### config.mk
export PLATFORM = sky130hd
export DESIGN_NAME = npu_seq_ctrl
export DESIGN_NICKNAME = d
export VERILOG_FILES = /design/src/rtl/npu_pkg.sv /design/src/rtl/npu_host_regs.sv /design/src/rtl/npu_seq_ctrl.sv
export SDC_FILE = /design/constraint.sdc
export NUM_CORES = 1
export LEC_CHECK = 0
export BUFFER_PORTS_ARGS = -buffer_cell sky130_fd_sc_hd__clkbuf_2
export CORE_UTILIZATION = 50
export DETAILED_ROUTE_END_ITERATION = 16
export GPL_TIMING_DRIVEN = 1
export PLACE_DENSITY_LB_ADDON = 0.12
export SLEW_MARGIN = 10
export SYNTH_ARGS = -nofsm -noshare
export SYNTH_HDL_FRONTEND = slang
export SYNTH_SLANG_ARGS = --single-unit
### constraint.sdc
create_clock -name clk -period 2.6 [get_ports clk]
set_input_delay 0 -clock clk [delete_from_list [all_inputs] [get_ports clk]]
set_output_delay 0 -clock clk [all_outputs]
set_load 0.02 [all_outputs]
### src/rtl/npu_pkg.sv
// Shared definitions for the NPU sequencer: state encoding, host register
// indices, CTRL bit positions and a small width helper.
package npu_pkg;

    // Sequencer states; the numeric codes are visible to the host in STATUS[7:4]
    typedef enum logic [2:0] {
        S_IDLE  = 3'd0,
        S_TRIG  = 3'd1,
        S_RUN   = 3'd2,
        S_NEXT  = 3'd3,
        S_HOLD  = 3'd4,
        S_FCN   = 3'd5,
        S_FWAIT = 3'd6,
        S_DONE  = 3'd7
    } seq_state_e;

    // Host register indices (taken from addra[3:0])
    localparam logic [3:0] REG_CTRL   = 4'd0;
    localparam logic [3:0] REG_CFG    = 4'd1;
    localparam logic [3:0] REG_STATUS = 4'd2;
    localparam logic [3:0] REG_RESULT = 4'd3;
    localparam logic [3:0] REG_ACK    = 4'd4;

    // Bit positions inside a CTRL write
    localparam int CTRL_START    = 0;
    localparam int CTRL_AUTO     = 1;
    localparam int CTRL_ABORT    = 2;
    localparam int CTRL_CLR_DONE = 3;

    // Index width for a counter that must reach n-1; never narrower than one bit
    function automatic int width_of(input int n);
        return (n > 1) ? $clog2(n) : 1;
    endfunction

endpackage

### src/rtl/npu_host_regs.sv
// Host-facing register block of the NPU sequencer. Decodes host writes into
// control strobes, validates and holds the CFG register, keeps the sticky
// done/err flags and the FC result, and drives the registered read port.
// Strobes are combinational so the sequencer reacts on the same clock edge
// that performs the write.
module npu_host_regs
    import npu_pkg::*;
#(
    parameter int ADDR_W     = 16,
    parameter int DATA_W     = 32,
    parameter int MAX_LAYERS = 4,
    parameter int MAX_CHAN   = 16,
    parameter int LOGIT_W    = 24,
    parameter int CHAN_W     = 4,
    parameter int LAYER_W    = 2
) (
    input  logic               clk,
    input  logic               rst,
    input  logic               ena,
    input  logic               wea,
    input  logic [ADDR_W-1:0]  addra,
    input  logic [DATA_W-1:0]  dina,
    output logic [DATA_W-1:0]  douta,
    input  seq_state_e         state,
    input  logic               busy,
    input  logic [CHAN_W-1:0]  cur_chan,
    input  logic [LAYER_W-1:0] cur_layer,
    input  logic               set_done,
    input  logic               capture,
    input  logic [LOGIT_W-1:0] fcn_logit,
    output logic               start_req,
    output logic               abort_req,
    output logic               ack_req,
    output logic               auto_req,
    output logic [7:0]         cfg_chan,
    output logic [3:0]         cfg_layers
);

    localparam logic [7:0] CHAN_LIMIT  = 8'(MAX_CHAN);
    localparam logic [3:0] LAYER_LIMIT = 4'(MAX_LAYERS);

    logic [3:0]        reg_idx;
    logic              wr_en;
    logic              rd_en;
    logic              ctrl_wr;
    logic              cfg_wr;
    logic              clr_req;
    logic              cfg_ok;
    logic [7:0]        new_chan;
    logic [3:0]        new_layers;
    logic              done;
    logic              err;
    logic              done_n;
    logic              err_n;
    logic [DATA_W-1:0] result;
    logic [DATA_W-1:0] cfg_word;
    logic [DATA_W-1:0] status_word;
    logic              unused_bits;

    assign reg_idx    = addra[3:0];
    assign wr_en      = ena & wea;
    assign rd_en      = ena & ~wea;
    assign ctrl_wr    = wr_en && (reg_idx == REG_CTRL);
    assign cfg_wr     = wr_en && (reg_idx == REG_CFG);
    assign ack_req    = wr_en && (reg_idx == REG_ACK);

    assign start_req  = ctrl_wr & dina[CTRL_START];
    assign auto_req   = ctrl_wr & dina[CTRL_AUTO];
    assign abort_req  = ctrl_wr & dina[CTRL_ABORT];
    assign clr_req    = ctrl_wr & dina[CTRL_CLR_DONE];

    assign new_chan   = dina[7:0];
    assign new_layers = dina[11:8];
    assign cfg_ok     = (new_chan != 8'd0) && (new_chan <= CHAN_LIMIT) &&
                        (new_layers != 4'd0) && (new_layers <= LAYER_LIMIT);

    // Address bits above the index and data bits above CFG are don't-care
    assign unused_bits = ^{addra[ADDR_W-1:4], dina[DATA_W-1:12]};

    // Sticky flags: clr_done acts first, then any new set condition of this cycle
    always_comb begin
        done_n = done;
        err_n  = err;
        if (clr_req) begin
            done_n = 1'b0;
            err_n  = 1'b0;
        end
        if (set_done) begin
            done_n = 1'b1;
        end
        if ((start_req && busy && !abort_req) || (cfg_wr && (busy || !cfg_ok))) begin
            err_n = 1'b1;
        end
    end

    // Sticky flag storage
    always_ff @(posedge clk or posedge rst) begin
        if (rst) begin
            done <= 1'b0;
            err  <= 1'b0;
        end else begin
            done <= done_n;
            err  <= err_n;
        end
    end

    // CFG only changes on a valid write while the sequencer is idle
    always_ff @(posedge clk or posedge rst) begin
        if (rst) begin
            cfg_chan   <= 8'd1;
            cfg_layers <= 4'd1;
        end else if (cfg_wr && !busy && cfg_ok) begin
            cfg_chan   <= new_chan;
            cfg_layers <= new_layers;
        end
    end

    // FC result is captured sign-extended so the host reads a full-width integer
    always_ff @(posedge clk or posedge rst) begin
        if (rst) begin
            result <= '0;
        end else if (capture) begin
            result <= DATA_W'($signed(fcn_logit));
        end
    end

    // Assemble the readable words from the live (pre-edge) values
    always_comb begin
        cfg_word           = '0;
        cfg_word[11:0]     = {cfg_layers, cfg_chan};
        status_word        = '0;
        status_word[0]     = done;
        status_word[1]     = busy;
        status_word[2]     = err;
        status_word[7:4]   = {1'b0, state};
        status_word[15:8]  = 8'(cur_chan);
        status_word[19:16] = 4'(cur_layer);
    end

    // Registered read port; holds its value between reads
    always_ff @(posedge clk or posedge rst) begin
        if (rst) begin
            douta <= '0;
        end else if (rd_en) begin
            case (reg_idx)
                REG_CFG:    douta <= cfg_word;
                REG_STATUS: douta <= status_word;
                REG_RESULT: douta <= result;
                default:    douta <= '0;
            endcase
        end
    end

endmodule

### src/rtl/npu_seq_ctrl.sv
// NPU sequencer top. Walks layers x channels of conv passes, then runs the
// FC stage, issuing single-cycle pulses to the conv engine, partial-sum
// buffer and FCN engine. Auto mode free-runs between passes; step mode parks
// after each pass until the host writes ACK. Abort returns to idle at once.
module npu_seq_ctrl
    import npu_pkg::*;
#(
    parameter int ADDR_W     = 16,
    parameter int DATA_W     = 32,
    parameter int MAX_LAYERS = 4,
    parameter int MAX_CHAN   = 16,
    parameter int LOGIT_W    = 24
) (
    input  logic                              clk,
    input  logic                              rst,
    input  logic                              ena,
    input  logic                              wea,
    input  logic [ADDR_W-1:0]                 addra,
    input  logic [DATA_W-1:0]                 dina,
    output logic [DATA_W-1:0]                 douta,
    output logic                              conv_trigger,
    output logic [width_of(MAX_LAYERS)-1:0]   conv_layer,
    output logic [width_of(MAX_CHAN)-1:0]     conv_chan,
    output logic                              conv_clear_addr,
    input  logic                              conv_done,
    output logic                              psum_clear,
    output logic                              psum_ce,
    output logic                              fcn_start,
    input  logic                              fcn_done,
    input  logic [LOGIT_W-1:0]                fcn_logit,
    output logic                              busy,
    output logic                              irq
);

    localparam int LAYER_W = width_of(MAX_LAYERS);
    localparam int CHAN_W  = width_of(MAX_CHAN);

    seq_state_e         state;
    seq_state_e         state_n;
    logic [CHAN_W-1:0]  chan;
    logic [CHAN_W-1:0]  chan_n;
    logic [LAYER_W-1:0] layer;
    logic [LAYER_W-1:0] layer_n;
    logic               auto_q;
    logic               auto_n;
    logic               clr_addr_q;
    logic               start_req;
    logic               abort_req;
    logic               ack_req;
    logic               auto_req;
    logic [7:0]         cfg_chan;
    logic [3:0]         cfg_layers;
    logic               chan_last;
    logic               layer_last;
    logic               set_done;
    logic               capture;

    npu_host_regs #(
        .ADDR_W     (ADDR_W),
        .DATA_W     (DATA_W),
        .MAX_LAYERS (MAX_LAYERS),
        .MAX_CHAN   (MAX_CHAN),
        .LOGIT_W    (LOGIT_W),
        .CHAN_W     (CHAN_W),
        .LAYER_W    (LAYER_W)
    ) u_regs (
        .clk        (clk),
        .rst        (rst),
        .ena        (ena),
        .wea        (wea),
        .addra      (addra),
        .dina       (dina),
        .douta      (douta),
        .state      (state),
        .busy       (busy),
        .cur_chan   (chan),
        .cur_layer  (layer),
        .set_done   (set_done),
        .capture    (capture),
        .fcn_logit  (fcn_logit),
        .start_req  (start_req),
        .abort_req  (abort_req),
        .ack_req    (ack_req),
        .auto_req   (auto_req),
        .cfg_chan   (cfg_chan),
        .cfg_layers (cfg_layers)
    );

    assign chan_last  = (8'(chan) == (cfg_chan - 8'd1));
    assign layer_last = (4'(layer) == (cfg_layers - 4'd1));

    // Completion and capture are suppressed when an abort lands in the same cycle
    assign set_done = (state == S_DONE) && !abort_req;
    assign capture  = (state == S_FWAIT) && fcn_done && !abort_req;

    // State, pass counters and latched run mode
    always_ff @(posedge clk or posedge rst) begin
        if (rst) begin
            state  <= S_IDLE;
            chan   <= '0;
            layer  <= '0;
            auto_q <= 1'b0;
        end else begin
            state  <= state_n;
            chan   <= chan_n;
            layer  <= layer_n;
            auto_q <= auto_n;
        end
    end

    // Next-state and counter update; abort overrides every other event
    always_comb begin
        state_n = state;
        chan_n  = chan;
        layer_n = layer;
        auto_n  = auto_q;
        if (abort_req) begin
            state_n = S_IDLE;
            chan_n  = '0;
            layer_n = '0;
        end else begin
            case (state)
                S_IDLE: begin
                    if (start_req) begin
                        chan_n  = '0;
                        layer_n = '0;
                        auto_n  = auto_req;
                        state_n = S_TRIG;
                    end
                end
                S_TRIG: begin
                    state_n = S_RUN;
                end
                S_RUN: begin
                    if (conv_done) begin
                        state_n = S_NEXT;
                    end
                end
                S_NEXT: begin
                    if (chan_last && layer_last) begin
                        state_n = S_FCN;
                    end else begin
                        if (!chan_last) begin
                            chan_n = chan + CHAN_W'(1);
                        end else begin
                            chan_n  = '0;
                            layer_n = layer + LAYER_W'(1);
                        end
                        state_n = auto_q ? S_TRIG : S_HOLD;
                    end
                end
                S_HOLD: begin
                    if (ack_req) begin
                        state_n = S_TRIG;
                    end
                end
                S_FCN: begin
                    state_n = S_FWAIT;
                end
                S_FWAIT: begin
                    if (fcn_done) begin
                        state_n = S_DONE;
                    end
                end
                S_DONE: begin
                    state_n = S_IDLE;
                end
                default: begin
                    state_n = S_IDLE;
                end
            endcase
        end
    end

    // Address-clear pulse follows either a finished pass or an abort
    always_ff @(posedge clk or posedge rst) begin
        if (rst) begin
            clr_addr_q <= 1'b0;
        end else begin
            clr_addr_q <= abort_req || ((state == S_RUN) && conv_done);
        end
    end

    assign conv_trigger    = (state == S_TRIG);
    assign psum_clear      = (state == S_TRIG) && (chan == '0) && (layer != '0);
    assign psum_ce         = (layer != '0);
    assign conv_clear_addr = clr_addr_q;
    assign fcn_start       = (state == S_FCN);
    assign irq             = (state == S_DONE);
    assign busy            = (state != S_IDLE);
    assign conv_layer      = layer;
    assign conv_chan       = chan;

endmodule

==> results.md, run 1 <==
* Per-instance average area after synthesis at ~11 sq um
* Post-synthesis instance total at ~320
* Post-route met1 wirelength at 3880 um
* Post-synthesis instance area at 3590 sq um
* Clock transition at the register clock pins on the worst setup and hold paths after CTS at around 0.080 ns
* Final Max Slew Viols at 0
* Initial antenna violation count at 0
* Hold violation total from the final report at 0
* Final setup violating endpoints at 0
* Layout filler cell count at roughly 570
* Total global-route track usage at 0.242
* Type of the worst min-delay path: input port to register
* Number of global-route vias before repair at ~2700
* Terminus of the critical flop-to-flop path: state[2]
* Peak fanout along the critical path at 6
* Post-Route Utilization at 0.681
* Run status: completed
* Per-cell via count in the routed design at ~5.3
* Unrepaired setup endpoints after global routing: false
* Nature of the critical path startpoint: register
* Accumulated negative setup slack at 0 ns
* Worst path arrival time at about 2.6 ns
* Site Rows at 30
* Floorplan die width at ~87 um
* Drt initial violations at ~140
* Final-layout worst hold slack at 0.0416 ns
* Warnings, synthesis at 0
* Met2 wire length at roughly 4000 um
* Worst setup skew after layout at 0.00627 ns
* Post-layout min period at between 2 and 2.5 ns
* Initial standard-cell utilization of the core at 0.523
* Routability Congestion at about 0.89
* Detailed-route wire length at between 8000 and 9000 um
* Cells traversed along the worst timing path: inv_1 > ha_1 > nand2b_1 > a21oi_1 > or3_1 > a211o_1 > o211a_1 > o32ai_2
* Overflow left after global routing at 0
* Critical Setup Path Class: register to register
* CTS Hold Bufs at 33
* Register area at 1830 sq um
* Number of buffers inserted by post-CTS setup repair at 0
* Met3 WL post-DR at about 540 um
* Die outline area at ~7500 sq um
* Cell leakage power at about 0.0022 uW
* Element type at the critical path end: register
* Launch point of the worst hold path: dina[2]
* Count of port buffers added during placement at 90
* Y dimension of the die at approximately 87 um
* TritonCTS clock tree: built
* Portion of the post-synthesis area used by sequential elements at 0.509
* Critical path required time at roughly 2.9 ns
* Power density over the cells at 801 nW/um^2
* Slowest cell on crit path: sky130_fd_sc_hd__dfstp_2
* Layout Area Growth over Synthesis at 30.2%
* Fraction of the cycle the final worst path needs at 0.894
* Via count of the routed design at around 2900
* Total power draw at between 3000 and 4000 uW
* CTS Root Cell: sky130_fd_sc_hd__clkbuf_8
* Antenna diode count at 0
* H-tree depth reported by CTS at 3
* Routed length per instance at 15.7 um
* Total area of multi-input combinational cells at about 1600 sq um
* Worst Max-Slew Pin Slew at a little over 0.7 ns
* Post-cts sizing count at 0
* Commonest non-fill, non-tap cell in the layout: sky130_fd_sc_hd__clkbuf_2
* Number of synthesized flops with an enable pin at 0
* Hold Path Depth at 2
* Leading register cell type out of synthesis: sky130_fd_sc_hd__dfrtp_1
* TritonCTS Sinks at 73
* Final worst-path setup slack at ~0.27 ns
* Wire length of the first global-routing pass at roughly 13000 um
* Core outline area at around 6900 sq um
* Maximum operating frequency at around 430 MHz
* Depth of the most critical reg-to-reg path at 8
* Min-Delay Endpoint: u_regs.cfg_chan[2]
* Pre-CTS WS at slightly below 0.3 ns
* Number of max-cap violations at 0
* Fin nets at between 500 and 600
* Pin count of the biggest net entering global routing at 41
* FF-to-FF Start: u_regs.cfg_chan[0]
* Post-synthesis net count at between 400 and 500
* Count of boundary I/O pins at roughly 120
* Share of flip-flops with an asynchronous set or reset at 1.00
* Detailed-routing iteration count for the pre-antenna-repair pass at 5
* Flip-flop and latch count after synthesis at 73
* DRC violations left at 0
* Setup slack of the most critical reg-to-reg path at 0.27 ns
* Fraction of layout instances using a drive strength above 1 at 0.360
* Number of distinct library cell variants in the gate-level netlist after synthesis at 48
* Clock latency on the worst-skew pair at 0.35 ns
* Most used cells in the layout excluding fill and tap cells: sky130_fd_sc_hd__clkbuf_2 (90), sky130_fd_sc_hd__dfrtp_1 (71), sky130_fd_sc_hd__mux2_2 (39)
* Delay contributed by the slowest stage of the critical path at roughly 0.6 ns
* Total clock buffers created by CTS at 9
* Highest metal layer with signal wires: met4
* Post-route antenna net violation count at 0
* Headroom to the max-slew limit at 0.517
* Maximum ir drop on the vdd rail at approximately 560 uV
* Max Root-Sink Buffers at 2
* DP HPWL at slightly above 6000 um
==> cells in the mapped netlist (2+ instances only) <==
library cell / number / area [sq um]
sky130_fd_sc_hd__a211o_1: 2 / 17.5
sky130_fd_sc_hd__a21oi_1: 6 / 30.0
sky130_fd_sc_hd__a22o_1: 13 / 114
sky130_fd_sc_hd__a22oi_1: 10 / 75.1
sky130_fd_sc_hd__and2_1: 4 / 25.0
sky130_fd_sc_hd__and3_1: 2 / 12.5
sky130_fd_sc_hd__and4b_1: 2 / 20.0
sky130_fd_sc_hd__buf_1: 2 / 7.51
sky130_fd_sc_hd__buf_2: 5 / 25.0
sky130_fd_sc_hd__buf_4: 8 / 60.1
sky130_fd_sc_hd__clkbuf_1: 9 / 33.8
sky130_fd_sc_hd__dfrtp_1: 71 / 1780
sky130_fd_sc_hd__dfstp_2: 2 / 52.6
sky130_fd_sc_hd__ha_1: 5 / 62.6
sky130_fd_sc_hd__inv_1: 12 / 45.0
sky130_fd_sc_hd__mux2_2: 39 / 439
sky130_fd_sc_hd__mux2i_1: 6 / 60.1
sky130_fd_sc_hd__nand2_1: 33 / 124
sky130_fd_sc_hd__nand2b_1: 8 / 50.1
sky130_fd_sc_hd__nand3_1: 4 / 20.0
sky130_fd_sc_hd__nand4_1: 4 / 25.0
sky130_fd_sc_hd__nor2_1: 7 / 26.3
sky130_fd_sc_hd__nor2b_1: 4 / 25.0
sky130_fd_sc_hd__nor3_1: 6 / 30.0
sky130_fd_sc_hd__nor3_2: 2 / 20.0
sky130_fd_sc_hd__nor4_1: 2 / 12.5
sky130_fd_sc_hd__o21ai_0: 23 / 115
sky130_fd_sc_hd__or3_1: 2 / 12.5
sky130_fd_sc_hd__xnor2_1: 7 / 61.3
sky130_fd_sc_hd__xor2_1: 6 / 52.6
==> worst max-delay path, delay by kind of cell, from the launching register on <==
kind / cells / cell delay [ns]
flops: 1 / 0.59
buf+inv: 1 / 0.06
fa+ha+maj: 1 / 0.22
compound gates: 4 / 0.96
simple gates: 2 / 0.41
==> worst max-delay path by stage <==
stage	start	end	slack, ns	cells after the start
floorplan	u_regs.cfg_chan[0]	conv_chan[2]	0.48	8
global placement	u_regs.cfg_chan[0]	conv_chan[2]	0.36	8
detailed placement	u_regs.cfg_chan[0]	state[2]	0.30	8
CTS	u_regs.cfg_chan[0]	state[2]	0.28	8
global route	u_regs.cfg_chan[0]	state[2]	0.16	8
finish	u_regs.cfg_chan[0]	state[2]	0.27	8
==> power by group <==
part / switching, uW / internal [uW] / leakage, uW
Sequential: 253 / 1410 / 0.000957
Combinational: 551 / 551 / 0.00117
Clock: 421 / 565 / 0.000113
==> registers in the layout, indices dropped and copies added (netlist names) <==
register / cells
u_regs.result: 24
auto_q: 1
conv_chan: 4
u_regs.cfg_chan: 8
state: 3
conv_layer: 2
u_regs.douta: 24
u_regs.done: 1
u_regs.err: 1
conv_clear_addr: 1
u_regs.cfg_layers: 4
==> per-stage QoR <==
step | std cells | cell area [sq um]
CTS | 543 | 4680
global placement | 494 | 4130
detailed placement | 494 | 4130
global route | 543 | 4680
floorplan | 324 | 3590
finish | 543 | 4680
==> kinds of logic (layout without fill, tap and decap cells) <==
| kind of cell | Yosys count | count (layout) | share of synthesized area |
|---|---|---|---|
| buf+inv | 36 | 159 | 0.0477 |
| compound gates | 66 | 66 | 0.128 |
| fa+ha+maj | 5 | 5 | 0.0174 |
| flops | 73 | 73 | 0.509 |
| xor+xnor | 13 | 13 | 0.0317 |
| simple gates | 85 | 85 | 0.124 |
| mux | 46 | 46 | 0.142 |
==> final cells by class <==
| type | count | area share |
|---|---|---|
| clock buffer | 11 | 0.0302 |
| clock inverter | 5 | 0.0169 |
| inverter | 12 | 0.00963 |
| multi-input combinational | 215 | 0.341 |
| sequential | 73 | 0.391 |
| tap | 96 | 0.0257 |
| timing repair buffer | 131 | 0.185 |
==> metal layers <==
metal  global-route usage  up-vias
met2                0.367      117
li1                     -     1386
met3               0.0514       13
met4               0.0879        0
met5                    0        -
met1                0.343     1357
Power figures use the tool's default switching activity.
==> inputs of run 2 (changes only) <==
ABC_AREA = 1   (was default)
CORE_UTILIZATION = 51   (was 50)
==> run 2 against run 1 <==
  * Wire length rose by 10%
  * Worst setup slack improved by 0.23 ns
  * Clock skew rose by 0.0013 ns
  * First-iteration DRC count rose by 26%
  * Global-route usage rose by 0.95 points
  * Synthesized area rose by 6.9%
  * Final cell count rose by 26%
  * Die area rose by 4.7%
  * Critical path type unchanged
  * Critical endpoint is now conv_chan[0]
  * Largest cell class unchanged
==> results.md, run 2 <==
* Run status: completed
* Maximum ir drop on the vdd rail at 568 uV (+2.2%)
* Final cell count without fillers at 683 (+26%)
* Layout Area Growth over Synthesis at 27.2%
* Fin nets at 662 (+26%)
* Critical Setup Path Class: register to register
* Post-Route Utilization at 0.673 (-0.00811)
* Worst setup startpoint: u_regs.cfg_chan[0]
* Accumulated negative setup slack at 0 ns (unchanged)
* Post-synthesis instance area at 3840 sq um (+6.9%)
* Highest metal layer with signal wires: met4
* Sw Pwr at 1410 uW (+15%)
* Initial standard-cell utilization of the core at 0.529 (+0.00630)
* Routability Congestion at 0.921 (+3.3%)
* DP Area at 4310 sq um (+4.5%)
* Min-Delay Endpoint: u_regs.douta[3]
* Setup slack of the most critical reg-to-reg path at 0.50 ns (+0.23 ns)
* H-tree depth reported by CTS at 3 (unchanged)
* Worst path arrival time at 2.38 ns (-0.20 ns)
* Count of boundary I/O pins at 123 (unchanged)
* Post-cts sizing count at 0 (unchanged)
* Post-synthesis instance total at 459 (+42%)
* Number of buffers inserted by post-CTS setup repair at 0 (unchanged)
* TritonCTS Sinks at 73 (unchanged)
* Site Rows at 31 (+3.3%)
* Portion of the post-synthesis area used by sequential elements at 0.477 (-0.0327)
* Core outline area at 7250 sq um (+5.6%)
* Peak fanout along the critical path at 10 (+4)
* Flip-flop and latch count after synthesis at 73 (unchanged)
* Per-cell via count in the routed design at 5.12 (-3.3%)
* DP HPWL at 6680 um (+9.5%)
* Slowest cell on crit path: sky130_fd_sc_hd__dfstp_2
* Drt initial violations at 178 (+26%)
* Number of max-cap violations at 0 (unchanged)
* DRC violations left at 0 (unchanged)
* Pre-CTS WS at 0.538 ns (+0.239 ns)
* Antenna diode count at 0 (unchanged)
* Internal Power at 2430 uW (-3.9%)
* Headroom to the max-slew limit at 0.387 (-0.131)
* Warnings, synthesis at 0 (unchanged)
* Worst Max-Slew Pin Slew at 0.920 ns (+0.197 ns)
* Met2 wire length at 4410 um (+11%)
* Unrepaired setup endpoints after global routing: false
* Terminus of the critical flop-to-flop path: conv_chan[0]
* Final Max Slew Viols at 0 (unchanged)
* Type of the worst min-delay path: input port to register
* FF-to-FF Start: u_regs.cfg_chan[0]
* Post-layout min period at 2.10 ns (-0.229 ns)
* Element type at the critical path end: register
* Routed length per instance at 13.8 um (-13%)
* Combinational fraction of design power at 0.317 (+0.023)
* Register area at 1830 sq um (unchanged)
* Biggest regs: u_regs.douta (24), u_regs.result (24), u_regs.cfg_chan (8)
* Most frequent cell after synthesis: sky130_fd_sc_hd__nand2_1
* Post-synthesis net count at 542 (+33%)
* Post-route met1 wirelength at 4260 um (+9.8%)
* Worst setup skew after layout at 0.00761 ns (+0.00134 ns)
* CTS Root Cell: sky130_fd_sc_hd__clkbuf_8
* Switching share of total power at 0.368 (+0.0409)
* Sequential group share of total power at 0.425 (-0.018)
* Hold Path Depth at 5 (+3)
* Detailed-route wire length at 9390 um (+10%)
* Total area of multi-input combinational cells at 1650 sq um (+3.4%)
* Overflow left after global routing at 0 (unchanged)
* Share of flip-flops with an asynchronous set or reset at 1.00 (unchanged)
* Hold violation total from the final report at 0 (unchanged)
* Final setup violating endpoints at 0 (unchanged)
* Power density over the cells at 786 nW/um^2 (-1.9%)
* DP Cell Count at 632 (+28%)
* Top cells by area, synth: sky130_fd_sc_hd__dfrtp_1 (46%), sky130_fd_sc_hd__nand2_1 (9.9%), sky130_fd_sc_hd__inv_1 (5.2%)
* Floorplan die width at 88.7 um (+2.3%)
* Number of distinct library cell variants in the gate-level netlist after synthesis at 37 (-23%)
* Nature of the critical path startpoint: register
* Post-synth top cells: sky130_fd_sc_hd__nand2_1 (101), sky130_fd_sc_hd__dfrtp_1 (71), sky130_fd_sc_hd__inv_1 (53), sky130_fd_sc_hd__nor2_1 (43), sky130_fd_sc_hd__o21ai_0 (30)
* Per-instance average area after synthesis at 8.36 sq um (-25%)
* Total global-route track usage at 0.251 (+0.00945)
* Critical path required time at 2.89 ns (+0.04 ns)
* Delay contributed by the slowest stage of the critical path at 0.54 ns (-0.05 ns)
* Maximum operating frequency at 477 MHz (+11%)
* Depth of the most critical reg-to-reg path at 15 (+7)
* Most used cells in the layout excluding fill and tap cells: sky130_fd_sc_hd__nand2_1 (101), sky130_fd_sc_hd__clkbuf_2 (90), sky130_fd_sc_hd__dfrtp_1 (71)
* Met3 WL post-DR at 499 um (-7.4%)
* Fraction of the cycle the final worst path needs at 0.806 (-0.0881)
* Layout filler cell count at 664 (+17%)
* Final worst-path setup slack at 0.504 ns (+0.229 ns)
* Commonest non-fill, non-tap cell in the layout: sky130_fd_sc_hd__nand2_1
* Max Root-Sink Buffers at 2 (unchanged)
* Clock transition at the register clock pins on the worst setup and hold paths after CTS at 0.08 ns (about the same)
* Fraction of layout instances using a drive strength above 1 at 0.260 (-0.0999)
* Pin count of the biggest net entering global routing at 74 (+80%)
* Launch point of the worst hold path: wea
* Clock share of power at 0.258 (-0.005)
* Detailed-routing iteration count for the pre-antenna-repair pass at 4 (-1)
* Number of global-route vias before repair at 3207 (+18%)
* Clock latency on the worst-skew pair at 0.36 ns (about the same)
* Cells traversed along the worst timing path: inv_2 > ha_1 > inv_1 > nand2_1 > nand2_1 > nand2_1 > nand2_1 > nand2_1 > nor2_2 > nand3_2 > nand2_2 > nand2_4 > nand2_4 > nand2_1 > o21ai_1
* Total clock buffers created by CTS at 9 (unchanged)
* Cell leakage power at 0.00251 uW (+12%)
* TritonCTS clock tree: built
* Leading register cell type out of synthesis: sky130_fd_sc_hd__dfrtp_1
* Initial antenna violation count at 0 (unchanged)
* CTS Hold Bufs at 35 (+6.1%)
* Post-route antenna net violation count at 0 (unchanged)
* Die outline area at 7880 sq um (+4.7%)
* Cell area after layout at 4880 sq um (+4.3%)
* Largest area contributor in the synthesized netlist: sky130_fd_sc_hd__dfrtp_1
* Wire length of the first global-routing pass at 14800 um (+9.8%)
* Count of port buffers added during placement at 90 (unchanged)
* CP dominant cell by count: sky130_fd_sc_hd__nand2_1
* Area share of the leading cell type in the synthesized netlist at 0.463 (-0.0318)
* Via count of the routed design at 3494 (+22%)
* Y dimension of the die at 88.7 um (+2.3%)
* Number of synthesized flops with an enable pin at 0 (unchanged)
run 2: cell count changes after synthesis, moves of 8 or more:
cell and delta:
sky130_fd_sc_hd__a22oi_1 -10, sky130_fd_sc_hd__nor2_1 +36, sky130_fd_sc_hd__a21oi_1 +18, sky130_fd_sc_hd__nand3_1 +22, sky130_fd_sc_hd__mux2_2 -24, sky130_fd_sc_hd__inv_1 +41
sky130_fd_sc_hd__nand2b_1 -8, sky130_fd_sc_hd__a22o_1 -13, sky130_fd_sc_hd__nand2_1 +68
run 2: cell families (layout without fill, tap and decap cells):
logic type	after synthesis	after routing	synth area share
flops	73	73	0.477
mux	15	15	0.0440
simple gates	202	202	0.240
compound gates	77	77	0.112
xor+xnor	8	8	0.0183
fa+ha+maj	5	5	0.0163
buf+inv	79	204	0.0932
run 2: critical path, delay by kind of cell, from the launching register on:
kind / cells / cell delay (ns)
buffers and inverters: 2 / 0.17
adder cells (fa/ha/maj): 1 / 0.30
AND/OR/NAND/NOR: 11 / 0.92
flip-flops: 1 / 0.54
AO/OA/AOI/OAI: 1 / 0.09
run 2: how the worst max path moves through the flow:
stage / cells after the start / slack (ns) / to
after floorplan: 1 / 0.75 / auto_q
after global placement: 15 / 0.57 / conv_chan[0]
after detailed placement: 15 / 0.54 / conv_chan[0]
after CTS: 15 / 0.50 / conv_chan[0]
after global routing: 15 / 0.28 / conv_chan[0]
final: 15 / 0.50 / conv_chan[0]
run 2: layout make-up:
cell class                      count  share of cell area
Clock buffer                        9              0.0254
Clock inverter                      7              0.0195
Inverter                           58              0.0449
Multi-Input combinational cell    307               0.338
Sequential cell                    73               0.375
Tap cell                           99              0.0254
Timing Repair Buffer              130               0.172
run 2: routing by layer:
metal  track usage  vias up
met5             0        -
met1         0.333     1634
met2         0.408      116
li1              -     1725
met3        0.0382       19
met4         0.114        0
run 2: power groups by stage:
stage                     Combinational [uW]  Clock (uW)  Sequential, uW
after CTS                               1220        1000            1620
after detailed placement                1170           0            1650
after global routing                    1360        1040            1660
final                                   1220         988            1630
after global placement                  1150           0            1640
after floorplan                          815           0            1650
run 2: through the flow:
stage / power, uW / hold WS, ns
2_1_floorplan: 2460 / 0.115
3_3_place_gp: 2790 / 0.233
3_5_place_dp: 2820 / 0.237
4_1_cts: 3850 / 0.0578
5_1_grt: 4060 / 0.0942
6_report: 3840 / 0.0666
